`src/rtl/alu_share_arb_pkg.sv`:
```
// Shared types, ALU function codes and legality check for the shared-ALU arbiter.
// The optional illegal-func check (ALU_SHARE_ARB_ILLEGAL_CHK_EN) uses is_legal_func.
package alu_share_arb_pkg;

    localparam int unsigned DATA_W         = 32;
    localparam int unsigned FUNC_W         = 5;
    localparam int unsigned CODE_W         = 4;
    localparam int unsigned FUNC_CLASS_BIT = 4;

    // Arithmetic/logic codes (func[4] = 0)
    localparam logic [CODE_W-1:0] ALU_ADD  = 4'b0000;
    localparam logic [CODE_W-1:0] ALU_SUB  = 4'b0001;
    localparam logic [CODE_W-1:0] ALU_AND  = 4'b0100;
    localparam logic [CODE_W-1:0] ALU_OR   = 4'b0101;
    localparam logic [CODE_W-1:0] ALU_XOR  = 4'b0110;
    localparam logic [CODE_W-1:0] ALU_MVHI = 4'b1011;
    localparam logic [CODE_W-1:0] ALU_NAND = 4'b1100;
    localparam logic [CODE_W-1:0] ALU_NOR  = 4'b1101;
    localparam logic [CODE_W-1:0] ALU_NXOR = 4'b1110;

    // Compare codes (func[4] = 1); bit3 inverts, bit2 compares against zero
    localparam logic [CODE_W-1:0] CMP_F    = 4'b0000;
    localparam logic [CODE_W-1:0] CMP_EQ   = 4'b0001;
    localparam logic [CODE_W-1:0] CMP_LT   = 4'b0010;
    localparam logic [CODE_W-1:0] CMP_LE   = 4'b0011;
    localparam logic [CODE_W-1:0] CMP_EQZ  = 4'b0101;
    localparam logic [CODE_W-1:0] CMP_LTZ  = 4'b0110;
    localparam logic [CODE_W-1:0] CMP_LEZ  = 4'b0111;
    localparam logic [CODE_W-1:0] CMP_T    = 4'b1000;
    localparam logic [CODE_W-1:0] CMP_NE   = 4'b1001;
    localparam logic [CODE_W-1:0] CMP_GE   = 4'b1010;
    localparam logic [CODE_W-1:0] CMP_GT   = 4'b1011;
    localparam logic [CODE_W-1:0] CMP_NEZ  = 4'b1101;
    localparam logic [CODE_W-1:0] CMP_GEZ  = 4'b1110;
    localparam logic [CODE_W-1:0] CMP_GTZ  = 4'b1111;

    typedef enum logic {
        SLOT_EMPTY = 1'b0,
        SLOT_FULL  = 1'b1
    } slot_state_e;

    typedef struct packed {
        logic [FUNC_W-1:0] func;
        logic [DATA_W-1:0] a;
        logic [DATA_W-1:0] b;
    } alu_op_t;

    function automatic logic is_legal_func(input logic [FUNC_W-1:0] func);
        logic legal;
        legal = 1'b0;
        if (func[FUNC_CLASS_BIT]) begin
            legal = (func[2:0] != 3'b100);
        end else begin
            case (func[CODE_W-1:0])
                ALU_ADD, ALU_SUB, ALU_AND, ALU_OR, ALU_XOR,
                ALU_MVHI, ALU_NAND, ALU_NOR, ALU_NXOR: legal = 1'b1;
                default:                               legal = 1'b0;
            endcase
        end
        return legal;
    endfunction

endpackage

```
`src/rtl/alu_share_arb_rr_arbiter.sv`:
```
// Round-robin arbiter: grants the first valid request at or after ptr_i when enabled.
module alu_share_arb_rr_arbiter #(
    parameter int unsigned NREQ = 2,
    parameter int unsigned IDW  = 1
) (
    input  logic [NREQ-1:0] req_i,
    input  logic [IDW-1:0]  ptr_i,
    input  logic            en_i,
    output logic [NREQ-1:0] gnt_oh_o,
    output logic [IDW-1:0]  gnt_idx_o,
    output logic            gnt_vld_o
);

    int unsigned cand;

    // Scan from the pointer, wrapping modulo NREQ; ptr_i < NREQ so one subtract suffices
    always_comb begin
        gnt_oh_o  = '0;
        gnt_idx_o = '0;
        gnt_vld_o = 1'b0;
        cand      = 0;
        for (int unsigned off = 0; off < NREQ; off++) begin
            cand = 32'(ptr_i) + off;
            if (cand >= NREQ) begin
                cand = cand - NREQ;
            end
            if (en_i && !gnt_vld_o && req_i[IDW'(cand)]) begin
                gnt_vld_o               = 1'b1;
                gnt_idx_o               = IDW'(cand);
                gnt_oh_o[IDW'(cand)]    = 1'b1;
            end
        end
    end

endmodule

```
`src/rtl/alu_share_arb.sv`:
```
// Shares one combinational 32-bit ALU among NREQ requesters with a single registered result slot.
// Optional macro ALU_SHARE_ARB_ILLEGAL_CHK_EN flags illegal funcs via rsp_err_o.
module alu_share_arb
    import alu_share_arb_pkg::*;
#(
    parameter int unsigned NREQ = 2,
    parameter int unsigned IDW  = 1
) (
    input  logic                 clk,
    input  logic                 rst_n,
    input  logic [NREQ-1:0]      req_valid_i,
    output logic [NREQ-1:0]      req_ready_o,
    input  logic [NREQ*32-1:0]   req_a_i,
    input  logic [NREQ*32-1:0]   req_b_i,
    input  logic [NREQ*5-1:0]    req_func_i,
    output logic                 rsp_valid_o,
    input  logic                 rsp_ready_i,
    output logic [DATA_W-1:0]    rsp_data_o,
    output logic [IDW-1:0]       rsp_id_o,
    output logic                 rsp_err_o
);

    slot_state_e        state_q, state_d;
    logic [DATA_W-1:0]  data_q, data_d;
    logic [IDW-1:0]     id_q, id_d;
    logic               err_q, err_d;
    logic [IDW-1:0]     rr_q, rr_d;

    logic               can_issue_c;
    logic [NREQ-1:0]    gnt_oh;
    logic [IDW-1:0]     gnt_idx;
    logic               gnt_vld;

    alu_op_t            op_arr [NREQ];
    alu_op_t            sel_op;
    logic [DATA_W-1:0]  alu_res;
    logic               cmp_bit;
    logic               eq, lt, eqz, ltz;

    for (genvar i = 0; i < NREQ; i++) begin : g_unpack
        assign op_arr[i] = '{func: req_func_i[FUNC_W*i +: FUNC_W],
                             a:    req_a_i[DATA_W*i +: DATA_W],
                             b:    req_b_i[DATA_W*i +: DATA_W]};
    end

    // Gated by rst_n so nothing looks accepted while reset is asserted
    assign can_issue_c = rst_n && ((state_q == SLOT_EMPTY) || rsp_ready_i);

    alu_share_arb_rr_arbiter #(
        .NREQ (NREQ),
        .IDW  (IDW)
    ) u_arb (
        .req_i     (req_valid_i),
        .ptr_i     (rr_q),
        .en_i      (can_issue_c),
        .gnt_oh_o  (gnt_oh),
        .gnt_idx_o (gnt_idx),
        .gnt_vld_o (gnt_vld)
    );

    assign req_ready_o = gnt_oh;
    assign sel_op      = op_arr[gnt_idx];

    // Shared ALU: 32-bit wrap arithmetic, signed compares yielding 0/1
    always_comb begin
        eq      = (sel_op.a == sel_op.b);
        lt      = ($signed(sel_op.a) < $signed(sel_op.b));
        eqz     = (sel_op.a == '0);
        ltz     = sel_op.a[DATA_W-1];
        cmp_bit = 1'b0;
        alu_res = '0;
        if (sel_op.func[FUNC_CLASS_BIT]) begin
            case (sel_op.func[CODE_W-1:0])
                CMP_F:   cmp_bit = 1'b0;
                CMP_EQ:  cmp_bit = eq;
                CMP_LT:  cmp_bit = lt;
                CMP_LE:  cmp_bit = lt | eq;
                CMP_EQZ: cmp_bit = eqz;
                CMP_LTZ: cmp_bit = ltz;
                CMP_LEZ: cmp_bit = ltz | eqz;
                CMP_T:   cmp_bit = 1'b1;
                CMP_NE:  cmp_bit = !eq;
                CMP_GE:  cmp_bit = !lt;
                CMP_GT:  cmp_bit = !(lt | eq);
                CMP_NEZ: cmp_bit = !eqz;
                CMP_GEZ: cmp_bit = !ltz;
                CMP_GTZ: cmp_bit = !(ltz | eqz);
                default: cmp_bit = 1'bx;
            endcase
            alu_res = {{(DATA_W-1){1'b0}}, cmp_bit};
        end else begin
            case (sel_op.func[CODE_W-1:0])
                ALU_ADD:  alu_res = sel_op.a + sel_op.b;
                ALU_SUB:  alu_res = sel_op.a - sel_op.b;
                ALU_AND:  alu_res = sel_op.a & sel_op.b;
                ALU_OR:   alu_res = sel_op.a | sel_op.b;
                ALU_XOR:  alu_res = sel_op.a ^ sel_op.b;
                ALU_MVHI: alu_res = {sel_op.b[15:0], 16'h0000};
                ALU_NAND: alu_res = ~(sel_op.a & sel_op.b);
                ALU_NOR:  alu_res = ~(sel_op.a | sel_op.b);
                ALU_NXOR: alu_res = ~(sel_op.a ^ sel_op.b);
                default:  alu_res = 'x;
            endcase
        end
    end

    // Slot FSM next state and result/pointer loads
    always_comb begin
        state_d = state_q;
        data_d  = data_q;
        id_d    = id_q;
        err_d   = err_q;
        rr_d    = rr_q;
        if (gnt_vld) begin
            state_d = SLOT_FULL;
            id_d    = gnt_idx;
`ifdef ALU_SHARE_ARB_ILLEGAL_CHK_EN
            if (is_legal_func(sel_op.func)) begin
                data_d = alu_res;
                err_d  = 1'b0;
            end else begin
                data_d = '0;
                err_d  = 1'b1;
            end
`else
            data_d  = alu_res;
            err_d   = 1'b0;
`endif
            rr_d    = (gnt_idx == IDW'(NREQ-1)) ? '0 : gnt_idx + IDW'(1);
        end else if ((state_q == SLOT_FULL) && rsp_ready_i) begin
            state_d = SLOT_EMPTY;
        end
    end

    always_ff @(posedge clk or negedge rst_n) begin
        if (!rst_n) begin
            state_q <= SLOT_EMPTY;
            data_q  <= '0;
            id_q    <= '0;
            err_q   <= 1'b0;
            rr_q    <= '0;
        end else begin
            state_q <= state_d;
            data_q  <= data_d;
            id_q    <= id_d;
            err_q   <= err_d;
            rr_q    <= rr_d;
        end
    end

    assign rsp_valid_o = (state_q == SLOT_FULL);
    assign rsp_data_o  = data_q;
    assign rsp_id_o    = id_q;
    assign rsp_err_o   = err_q;

endmodule

```
`config.mk`:
```
export PLATFORM = sky130hd
export DESIGN_NAME = alu_share_arb
export DESIGN_NICKNAME = d
export VERILOG_FILES = /design/src/rtl/alu_share_arb_pkg.sv /design/src/rtl/alu_share_arb_rr_arbiter.sv /design/src/rtl/alu_share_arb.sv
export SDC_FILE = /design/constraint.sdc
export NUM_CORES = 1
export LEC_CHECK = 0
export CAP_MARGIN = 20
export CORE_MARGIN = 2
export CORE_UTILIZATION = 49
export CTS_CLUSTER_DIAMETER = 200
export DETAILED_ROUTE_END_ITERATION = 8
export PLACE_DENSITY_LB_ADDON = 0.15
export SETUP_SLACK_MARGIN = 0.02
export SYNTH_ARGS = -nofsm -noshare
export SYNTH_HDL_FRONTEND = slang
export SYNTH_HIERARCHICAL = 1
export SYNTH_SLANG_ARGS = --single-unit
```
`constraint.sdc`:
```
create_clock -name clk -period 4.2 [get_ports clk]
set_input_delay 1.05 -clock clk [delete_from_list [all_inputs] [get_ports clk]]
set_output_delay 1.05 -clock clk [all_outputs]
set_load 0.005 [all_outputs]
```
==> flow_summary.toml, run 1 <==
[die]
ios = 180
die_w_um = 135.7
chipHeight_um = 135.7
initial_core_util_pct = 49.69
std_cell_rows = 48

[synth]
synth_top_area_share_pct = 14.12
yosysWarningCount = 6
synth_area_mm2 = 0.008504
mappedNetlistNets = 1432
synth-main-ff-cell = "dfrtp_1"
netlist_instances = 1191
synth_most_common_cell = "a21oi_1"
synthTopCellsByCount = "122 x a21oi_1, 105 x nor2_1, 96 x ha_1"
postSynthAreaPerCell_um2 = 7.141
ys_seq_area_share_pct = 10.30
yosysTopAreaCell = "ha_1"
ys_types = 85
synthArstFlopShare_pct = 100.0
netlist_top_cells_area = "ha_1 14%, dfrtp_1 10%, mux2i_1 7.3%"
synth_seq_cells = 35
synth_edf_count = 0

[global_route]
grt_start_max_net_pins = 36
track_usage_pct = 79.03
grt_remaining_overflow = 14
antenna_found_initial = 10

[clock_network]
cts-root-buf = "clkbuf_16"
cts_made_buffers = 5
cts.sink_count = 35
htreeDepth = 2
clock_path_buffers = 2

[timing]
worst-ep-kind = "register data pin"
postGrtWorstEndpoint = "rsp_data_o[26]$_DFFE_PN0P_/D"

[status]
first-error = "[ERROR GRT-0232] Routing congestion too high. Check the congestion heatmap in the GUI."
stop_stage = "global routing (5_1_grt)"
status = "did not finish"

[place]
gp_congestion = 1.156
port_buffers = 178
dpl.hpwl_mm = 34.97
placed_area_mm2 = 0.01328
[routing by layer]
| metal | overflow | GRT usage [%] |
|---|---|---|
| met1 | 4 | 77.85 |
| met2 | 6 | 92.48 |
| met3 | 0 | 69.85 |
| met4 | 4 | 74.48 |
| met5 | 0 | 50.28 |
[stage by stage]
| stage | instances | setup TNS, ns | setup WS [ns] |
|---|---|---|---|
| 3_5_place_dp | 1873 | -21.88 | -1.103 |
| 2_1_floorplan | 1191 | -2.669 | -0.2945 |
| 3_3_place_gp | 1873 | -20.59 | -1.051 |
| 4_1_cts | 1922 | -2.136 | -0.2255 |
[logic make-up after synthesis]
| kind of cell | count (synthesis) | synth area share [%] |
|---|---|---|
| buffers and inverters | 177 | 8.371 |
| flip-flops | 35 | 10.30 |
| multiplexers | 76 | 9.181 |
| AND/OR/NAND/NOR | 330 | 19.05 |
| XOR/XNOR | 51 | 5.252 |
| AO/OA/AOI/OAI | 423 | 33.21 |
| adder cells (fa/ha/maj) | 98 | 14.59 |
| other | 1 | 0.04409 |
[timing repair]
action	CTS
cloned	2
endpoints found under the setup margin	28
hold buffers	0
buffers inserted	40
resized for setup	179
pin swaps	83
==> run 2: changes to the inputs <==
CORE_UTILIZATION = 40   (was 49)
CTS_CLUSTER_DIAMETER = unset   (was 200)
SETUP_SLACK_MARGIN = unset   (was 0.02)
clock period = 5.5 ns   (was 4.2 ns; I/O delays follow)
==> flow_summary.toml, run 2 <==
[cells_and_area]
layout_common_cells = "286 x buf_4, 177 x clkdlybuf4s50_1, 115 x a21oi_1"
mostFrequentLayoutCell = "buf_4"
drive_gt1_share_pct = 23.93
nets = 1833
area_growth_pct = 53.23
largest_reg_flops = 32

[die]
dieArea_mm2 = 0.02244
ios = 180
die_w_um = 149.8
core_area_mm2 = 0.02096
initial_core_util_pct = 40.58
chipHeight_um = 149.8
std_cell_rows = 53

[timing]
hold_viol_final = 0
worst_hold_slack_ns = 0.4838
finalCritPeriodShare_pct = 98.42
slew_headroom_pct = 43.89
rsz0062_at_grt = "true"
tightest_slew_ns = 0.8391
slew_violations = 0
setup_tns_ns = 0
max_freq_mhz = 184.7
skew_ns = 0.01487
post-route-min-period_ns = 5.413
setup_violations = 0

[pwr]
vdd.ir_drop.worst_mv = 0.1238
power_leakage_uw = 0.005696
power.density_mw_per_mm2 = 207.0

[clock_network]
cts_hold_buf = 0
clk_latency_ns = 0.31
clock_path_buffers = 2
cts-root-buf = "clkbuf_16"
cts_tree = "built"
cts.sink_count = 35
cts.reportedPaths.clkPinSlew_ns = 0.07
htreeDepth = 2
cts_made_buffers = 5

[worst_setup_path]
crit_start = "rsp_ready_i"
crit_required_ns = 5.73
startpoint_type = "input port"
crit_type = "in2reg"
arrival_ns = 5.64
rr_startpoint = "rsp_valid_o"
end_kind = "flip-flop"
path_max_fanout = 5

[drt]
finalWirelength_mm = 42.95
dr.first_iter.drc_count = 942
vias_per_cell = 5.932
dr.pass1.iters = 5
remaining_drc_errors = 0
vias = 11080
postRouteAntennaNets = 0
post_drt_wl_per_cell_um = 22.99

[hold_path]
hold_start = "rsp_data_o[4]"
hp-class = "reg2reg"

[status]
status = "finished clean"

[global_route]
grt_start_max_net_pins = 36
grt_pass1_wl_mm = 63.49
grt_remaining_overflow = 0
track_usage_pct = 37.49
antenna_found_initial = 2
first_global_vias = 10820

[synth]
synth_most_common_cell = "a21oi_1"
synthArstFlopShare_pct = 100.0
yosysTopAreaCell = "ha_1"
synth-main-ff-cell = "dfrtp_1"
ys_types = 85
netlist_top_cells_area = "ha_1 14%, dfrtp_1 10%, mux2i_1 7.3%"
synth_edf_count = 0
yosysWarningCount = 6
postSynthAreaPerCell_um2 = 7.141
netlist_instances = 1191
mappedNetlistNets = 1432
synth_top_area_share_pct = 14.12
ys_seq_area_share_pct = 10.30
synthTopCellsByCount = "122 x a21oi_1, 105 x nor2_1, 96 x ha_1"
synth_seq_cells = 35
synth_area_mm2 = 0.008504

[place]
gp_congestion = 0.9763
port_buffers = 178
dpl.hpwl_mm = 34.46

[run]
maxCapViolations = 0
[run 2: cell counts after synthesis]
No cell type changed its count.
[run 2: report_power, final]
group	total [µW]	internal, µW	switching (µW)	leakage, µW
registers	349	310	38.9	0.000461
clock network	314	178	137	0.0000727
logic	2030	979	1060	0.00516
total	2700	1470	1230	0.00570
[run 2: per-layer routing]
metal / track usage [%] / wire length, µm
met2: 61.05 / 19450
met3: 7.195 / 3917
met4: 18.96 / 2626
met1: 47.11 / 16950
met5: 0 / 0
[run 2: through the flow]
step / area [µm²] / cells / util, % / total power (µW) / setup WS [ns]
after global routing: 13030 / 1867 / 62.17 / 2844 / -0.09932
after detailed placement: 12580 / 1853 / 60.01 / 2278 / -0.3312
final: 13030 / 1868 / 62.19 / 2697 / 0.08710
after global placement: 12580 / 1853 / 60.01 / 2272 / -0.1985
after CTS: 12730 / 1861 / 60.74 / 2600 / 0.02554
after floorplan: 8509 / 1191 / - / 1308 / -0.01283
[run 2: repair_timing]
item / 4_1_cts / 5_1_grt
setup buffers: 1 / 5
gates resized for setup: 0 / 49
cloned: 0 / 1
setup endpoints to repair: 1 / 16
pin swaps: 1 / 10
[run 2: logic make-up after synthesis]
group / synth area share [%]
mux: 9.181
flops: 10.30
buf+inv: 8.371
fa+ha+maj: 14.59
simple gates: 19.05
compound gates: 33.21
other cells: 0.04409
xor+xnor: 5.252
[run 2: critical path, stage by stage]
cell and delay [ns]:
clkdlybuf4s50_1 0.45, nand2b_1 0.11, and2_1 0.14, nand2_1 0.12
a21oi_4 0.17, buf_12 0.15, buf_12 0.14, buf_4 0.16
mux2i_2 0.27, ha_1 0.29, buf_4 0.16, a211oi_1 0.21
o21bai_1 0.16, nand4_1 0.18, and2_1 0.22, o21ai_1 0.19
a41oi_1 0.48, o21ai_0 0.18, or3_1 0.32, a31oi_1 0.16
[run 2: path summary, 6_finish.rpt]
check	to	slack, ns	depth (start not counted)
worst min register to register	rsp_data_o[4]	0.48	1
min in group asynchronous	rsp_data_o[1]	1.17	2
worst min-delay path	rsp_data_o[4]	0.48	1
worst max register to register	rsp_data_o[17]	1.24	19
max in group asynchronous	rsp_data_o[31]	3.95	2
worst max-delay path	rsp_data_o[17]	0.09	20
[run 2: area by class of cell]
type | count | area (µm²)
Fill cell | 2002 | 7924
Multi-Input combinational cell | 979 | 7153
Timing Repair Buffer | 476 | 4155
Sequential cell | 35 | 875.8
Inverter | 95 | 356.6
Tap cell | 275 | 344.1
Clock buffer | 6 | 138.9
Clock inverter | 1 | 5.005
Antenna cell | 1 | 2.502
(Power assumes the default switching activity.)
